<file path="config.mk">
export PLATFORM = sky130hd
export DESIGN_NAME = seg7_scan_driver
export DESIGN_NICKNAME = d
export VERILOG_FILES = /design/src/rtl/seg7_scan_driver.sv
export SDC_FILE = /design/constraint.sdc
export NUM_CORES = 1
export LEC_CHECK = 0
export ABC_CLOCK_PERIOD_IN_PS = 1900
export BUFFER_PORTS_ARGS = -buffer_cell sky130_fd_sc_hd__buf_2
export CORE_MARGIN = 1
export CORE_UTILIZATION = 40
export CTS_CLUSTER_DIAMETER = 50
export CTS_CLUSTER_SIZE = 10
export DETAILED_ROUTE_END_ITERATION = 16
export GPL_TIMING_DRIVEN = 0
export SLEW_MARGIN = 10
export SYNTH_ARGS = -nofsm -noshare
export SYNTH_HDL_FRONTEND = slang
export SYNTH_SLANG_ARGS = --single-unit
</file>
<file path="constraint.sdc">
create_clock -name clk -period 1.9 [get_ports clk]
set_input_delay 0 -clock clk [delete_from_list [all_inputs] [get_ports clk]]
set_output_delay 0 -clock clk [all_outputs]
set_load 0.01 [all_outputs]
</file>
<file path="src/rtl/seg7_scan_driver.sv">
// seg7_scan_driver: time-multiplexed driver for a 4-digit common-anode 7-segment display.
// Scans one digit per SCAN_DIV clocks, inserts a blank guard cycle at each digit change,
// and double-buffers the displayed BCD value so a frame never mixes two loads.
//
// Ports:
//   clk        system clock, rising-edge active
//   reset      asynchronous active-high reset
//   bcd_in     four BCD digits, [15:12]=digit3 ... [3:0]=digit0
//   load       capture bcd_in for display (committed at the next frame boundary)
//   blank_lz   blank digit3 when it is zero (sampled live)
//   dp_mask    per-digit decimal point request (sampled live)
//   an         active-low digit enables, bit n = digit n (registered)
//   seg        active-low segments, bit0=a ... bit6=g (registered)
//   dp         active-low decimal point (registered)
//   frame_done one-clock pulse after each completed 4-digit frame (registered)
module seg7_scan_driver #(
   parameter int unsigned CLOCK_FREQ = 50_000_000,
   parameter int unsigned SCAN_HZ    = 1000
) (
   input  logic        clk,
   input  logic        reset,
   input  logic [15:0] bcd_in,
   input  logic        load,
   input  logic        blank_lz,
   input  logic [3:0]  dp_mask,
   output logic [3:0]  an,
   output logic [6:0]  seg,
   output logic        dp,
   output logic        frame_done
);

   localparam int unsigned SCAN_DIV = CLOCK_FREQ / SCAN_HZ;
   localparam int unsigned CNT_W    = (SCAN_DIV > 2) ? $clog2(SCAN_DIV) : 1;
   localparam logic [CNT_W-1:0] CNT_MAX = CNT_W'(SCAN_DIV - 1);
   localparam logic [6:0] SEG_OFF = 7'h7F;

   logic [CNT_W-1:0] r_cnt;
   logic [1:0]       r_idx;
   logic [15:0]      r_disp;
   logic [15:0]      r_pend;
   logic             r_pend_valid;
   logic [3:0]       r_an;
   logic [6:0]       r_seg;
   logic             r_dp;
   logic             r_frame_done;

   logic             w_dwell_wrap;
   logic             w_frame_wrap;
   logic [3:0]       w_digit;
   logic [6:0]       w_seg_dec;
   logic [3:0]       w_an_nxt;
   logic [6:0]       w_seg_nxt;
   logic             w_dp_nxt;

   // Active-low gfedcba decode; non-BCD nibbles are dark.
   function automatic logic [6:0] decode_bcd(input logic [3:0] d);
      logic [6:0] s;
      case (d)
         4'd0:    s = 7'h40;
         4'd1:    s = 7'h79;
         4'd2:    s = 7'h24;
         4'd3:    s = 7'h30;
         4'd4:    s = 7'h19;
         4'd5:    s = 7'h12;
         4'd6:    s = 7'h02;
         4'd7:    s = 7'h78;
         4'd8:    s = 7'h00;
         4'd9:    s = 7'h10;
         default: s = SEG_OFF;
      endcase
      return s;
   endfunction

   // Next-output computation from the current (pre-edge) state.
   always_comb begin
      w_dwell_wrap = (r_cnt == CNT_MAX);
      w_frame_wrap = w_dwell_wrap && (r_idx == 2'd3);

      case (r_idx)
         2'd0:    w_digit = r_disp[3:0];
         2'd1:    w_digit = r_disp[7:4];
         2'd2:    w_digit = r_disp[11:8];
         default: w_digit = r_disp[15:12];
      endcase

      w_seg_dec = decode_bcd(w_digit);

      w_an_nxt  = 4'hF;
      w_seg_nxt = SEG_OFF;
      w_dp_nxt  = 1'b1;
      // Dwell count 0 is the guard cycle: everything dark while the digit changes.
      if (r_cnt != '0) begin
         w_an_nxt = ~(4'b0001 << r_idx);
         w_dp_nxt = ~dp_mask[r_idx];
         if ((r_idx == 2'd3) && blank_lz && (w_digit == 4'd0)) begin
            w_seg_nxt = SEG_OFF;
         end else begin
            w_seg_nxt = w_seg_dec;
         end
      end
   end

   // Scan counters, double buffer and registered outputs.
   always_ff @(posedge clk or posedge reset) begin
      if (reset) begin
         r_cnt        <= '0;
         r_idx        <= 2'd0;
         r_disp       <= 16'h0000;
         r_pend       <= 16'h0000;
         r_pend_valid <= 1'b0;
         r_an         <= 4'hF;
         r_seg        <= SEG_OFF;
         r_dp         <= 1'b1;
         r_frame_done <= 1'b0;
      end else begin
         if (w_dwell_wrap) begin
            r_cnt <= '0;
            r_idx <= r_idx + 2'd1;
         end else begin
            r_cnt <= r_cnt + 1'b1;
         end

         // A load landing exactly on the frame boundary bypasses the pending slot.
         if (load && w_frame_wrap) begin
            r_disp       <= bcd_in;
            r_pend_valid <= 1'b0;
         end else begin
            if (w_frame_wrap && r_pend_valid) begin
               r_disp       <= r_pend;
               r_pend_valid <= 1'b0;
            end
            if (load) begin
               r_pend       <= bcd_in;
               r_pend_valid <= 1'b1;
            end
         end

         r_an         <= w_an_nxt;
         r_seg        <= w_seg_nxt;
         r_dp         <= w_dp_nxt;
         r_frame_done <= w_frame_wrap;
      end
   end

   assign an         = r_an;
   assign seg        = r_seg;
   assign dp         = r_dp;
   assign frame_done = r_frame_done;

endmodule
</file>
==> run_results.csv <==
group,metric,value,unit
power_and_ir_drop,p_sw_frac,0.242,
timing,hold_ws,19.7,ps
drt,avgRoutedWirePerCell,15.9,um
drt,first_pass_iters,5,
worst_setup_path,cp_top_family,"compound AO/OA/AOI/OAI gates",
floorplanning,fp.dieH,91.3,um
drt,wl,7.72,mm
worst_setup_path,crit_fanout,7,
final_layout,drive_gt1_frac,0.470,
final_layout,stdcell_area,0.00447,mm^2
final_layout,syn2layout_area_growth,40.1,%
synth,synth_fp_nets,312,
timing,maxSlewHeadroom,0.481,
timing,setup_ws,-106,ps
synth,synth.area.mux_share,0.0734,
power_and_ir_drop,irDropWorstVdd,411,uV
timing,min_period_over_period,1.06,
drt,drtAntennaViolNets,0,
synth,synth_xor_area_frac,0.0412,
final_layout,final_nets,414,
placement,placed_area,0.00353,mm^2
worst_setup_path,cpMostUsedCell,"ha_4",
synth,synthSimpleGateAreaFrac,0.131,
power_and_ir_drop,seq_power_share,0.502,
floorplanning,ioPinCount,37,
worst_setup_path,slowest_stage,"dfrtp_2",
synth,synth_compound_area_frac,0.153,
placement,gp_congestion,0.807,
synth,synth_most_common_cell,"dfrtp_1",
job,drv_cap,0,
worst_setup_path,cp-start-kind,"flop",
synth,ys_types,48,
synth,synth_edf_count,0,
global_routing,grt_pass1_wl,12.4,mm
timing,final_hold_viol_count,0,
placement,dpl.hpwl,4.53,mm
synth,synth_flop_cell,"dfrtp_1",
timing,period_minus_slack,2010,ps
synth,yosysTopAreaCell,"dfrtp_1",
global_routing,grt_max_degree,65,
floorplanning,num_rows,32,
clock_network,htreeDepth,3,
outcome,violations,"setup timing",
synth,synthTopCellsByArea,"dfrtp_1, dfstp_2, mux2_2",
worst_setup_path,end_kind,"flop",
timing,slew_viol_final,0,
power_and_ir_drop,pwr_density_cell,658,mW/mm^2
timing,skew,11.8,ps
synth,ys_seq_area_frac,0.507,
placement,dpl.cell_count,414,
placement,dp_slack,-351,ps
global_routing,grt.total_usage,0.195,
placement,io_buffers,36,
worst_setup_path,cpPeakStageDelay,450,ps
worst_setup_path,cp_num_buf_inv,2,
synth,synthCells,276,
synth,synth_commonest_cells,"dfrtp_1, inv_1, nand3_1",
timing,rsz0062_at_grt,"yes",
clock_network,clockBufferDepth,2,
floorplanning,die_area,0.00833,mm^2
power_and_ir_drop,p_clk_frac,0.380,
clock_network,root_buffer,"clkbuf_8",
power_and_ir_drop,p_sw,0.712,mW
drt,routed-via-count,2532,
global_routing,grt_pass1_vias,2515,
synth,yosysTopAreaCellShare,0.408,
drt,drtIter0Drc,95,
final_layout,fillers,658,
synth,synth_top_family_by_area,"compound AO/OA/AOI/OAI gates",
power_and_ir_drop,leakage,1.96,nW
synth,yosysWarnings,0,
clock_network,cts_tree,"built",
hold_path,hold_class,"in2reg",
worst_setup_path,path_cells,"buf_6, ha_4, clkinvlp_4, o2bb2ai_4, ha_4, nand3_2, o211a_4, o21ai_1",
power_and_ir_drop,comb_power_share,0.118,
clock_network,clock_latency,350,ps
timing,tightest_slew,779,ps
synth,synth_fa_ha_area_frac,0.0471,
outcome,outcome,"complete, but fails checks",
synth,synth.avg_cell_area,11.6,um^2
floorplanning,die_x,91.3,um
synth,ys_async_sr_fraction,1.00,
drt,vias_per_cell,5.22,
clock_network,clock_sinks,64,
worst_setup_path,critPathKind,"reg2reg",
worst_setup_path,cp.arrival,2270,ps
final_layout,final_cells,485,
timing,setup_violations,23,
synth,netlist_area,0.00319,mm^2
global_routing,overflow,0,
clock_network,clk_pin_slew_worst_paths,70,ps
worst_setup_path,critPathRequiredTime,2160,ps
floorplanning,coreArea,0.00773,mm^2
synth,ys_ff_latch,64,
floorplanning,initial_core_util,0.413,
timing,fmax,498,MHz
global_routing,antenna_found_initial,0,
power_and_ir_drop,internal_power,2.23,mW
clock_network,cts_buffers,9,
final_layout,diodes,0,
drt,drcViolationCount,0,
cells in the final DEF (no fill, tap or decap), drive strengths merged, types with 2 or more instances in the layout:
master	synthesis	final
dfstp	12	12
mux2	17	17
o21ai	13	13
buf	5	79
a21oi	4	4
and3	2	2
nor4	7	7
nand2	11	11
nand3	21	21
o22ai	10	10
xor2	5	5
o31ai	2	2
nor2b	2	2
a22oi	4	4
inv	24	23
a2bb2oi	16	16
xnor2	10	10
and4	2	2
dlygate4sd3	0	17
nand4	5	5
clkbuf	3	15
dfrtp	52	52
ha	12	12
nor2	14	14
a21o	2	2
clkinv	1	4
mux2i	2	2
nor3	6	6
o2bb2ai	2	2
flip-flops by register name, indices dropped and copies added (netlist names):
signal        cells
r_cnt            16
r_disp           16
r_pend           16
seg               7
an                4
r_idx             2
dp                1
frame_done        1
r_pend_valid      1
kinds of logic (layout without fill, tap and decap cells):
family / count (synthesis) / in the layout
AOI/OAI and AO/OA: 58 / 58
xor gates and xnor gates: 15 / 15
adders and majority gates: 12 / 12
buffers and inverters: 34 / 141
DFF: 64 / 64
muxes: 20 / 20
and+or+nand+nor: 73 / 73
power groups by stage:
stage	combinational (mW)	sequential (mW)	clock [mW]
floorplan	0.172	1.49	0
finish	0.347	1.47	1.12
detailed placement	0.258	1.49	0
CTS	0.328	1.47	1.13
global placement	0.252	1.49	0
global route	0.381	1.48	1.18
worst paths after layout:
kind / startpoint / end / slack [ps] / cells after the start
min in group asynchronous: reset / r_cnt[6] / 340 / 3
max reg2reg: r_idx[0] / seg[2] / -110 / 8
max in group asynchronous: reset / r_idx[1] / 990 / 3
max: r_idx[0] / seg[2] / -110 / 8
min: dp_mask[0] / dp / 20 / 3
min reg2reg: r_pend[6] / r_pend[6] / 510 / 1
layer usage:
| layer | vias to the layer above | global-route usage | share of wire |
|---|---|---|---|
| li1 | 1196 | - | - |
| met1 | 1279 | 0.250 | 0.44 |
| met3 | 9 | 0.0302 | 0.035 |
| met2 | 48 | 0.326 | 0.51 |
| met4 | 0 | 0.0873 | 0.015 |
| met5 | - | 0 | 0 |
final cells by class:
type	instances	area, um^2	area share
Inverter	25	103	0.0230
Buffer	8	66.3	0.0149
Sequential cell	64	1620	0.363
Tap cell	102	128	0.0286
Clock buffer	12	135	0.0303
Clock inverter	4	45.0	0.0101
Timing Repair Buffer	92	666	0.149
Multi-Input combinational cell	178	1700	0.381
worst reg2reg max path: stages (launching register included):
cell	delay, ps
dfrtp_2	450
buf_6	130
ha_4	210
clkinvlp_4	180
o2bb2ai_4	230
ha_4	170
nand3_2	100
o211a_4	280
o21ai_1	190
per-stage QoR:
stage	utilization	setup TNS, ps	total power, mW
after CTS	0.556	-484	2.93
after global routing	0.578	-3440	3.05
after detailed placement	0.456	-8820	1.75
after floorplan	-	0	1.67
final	0.578	-1170	2.94
after global placement	0.456	-31590	1.74
repair_timing:
action / in CTS / in global routing
endpoints found under the setup margin: 40 / 46
hold buffers: 17 / 0
endpoints found under the hold margin: 69 / 0
gates cloned: 1 / 1
pin swaps: 18 / 14
buffers inserted: 28 / 10
gates resized for setup: 47 / 20
Note: power is estimated with default switching activity, not from simulation.
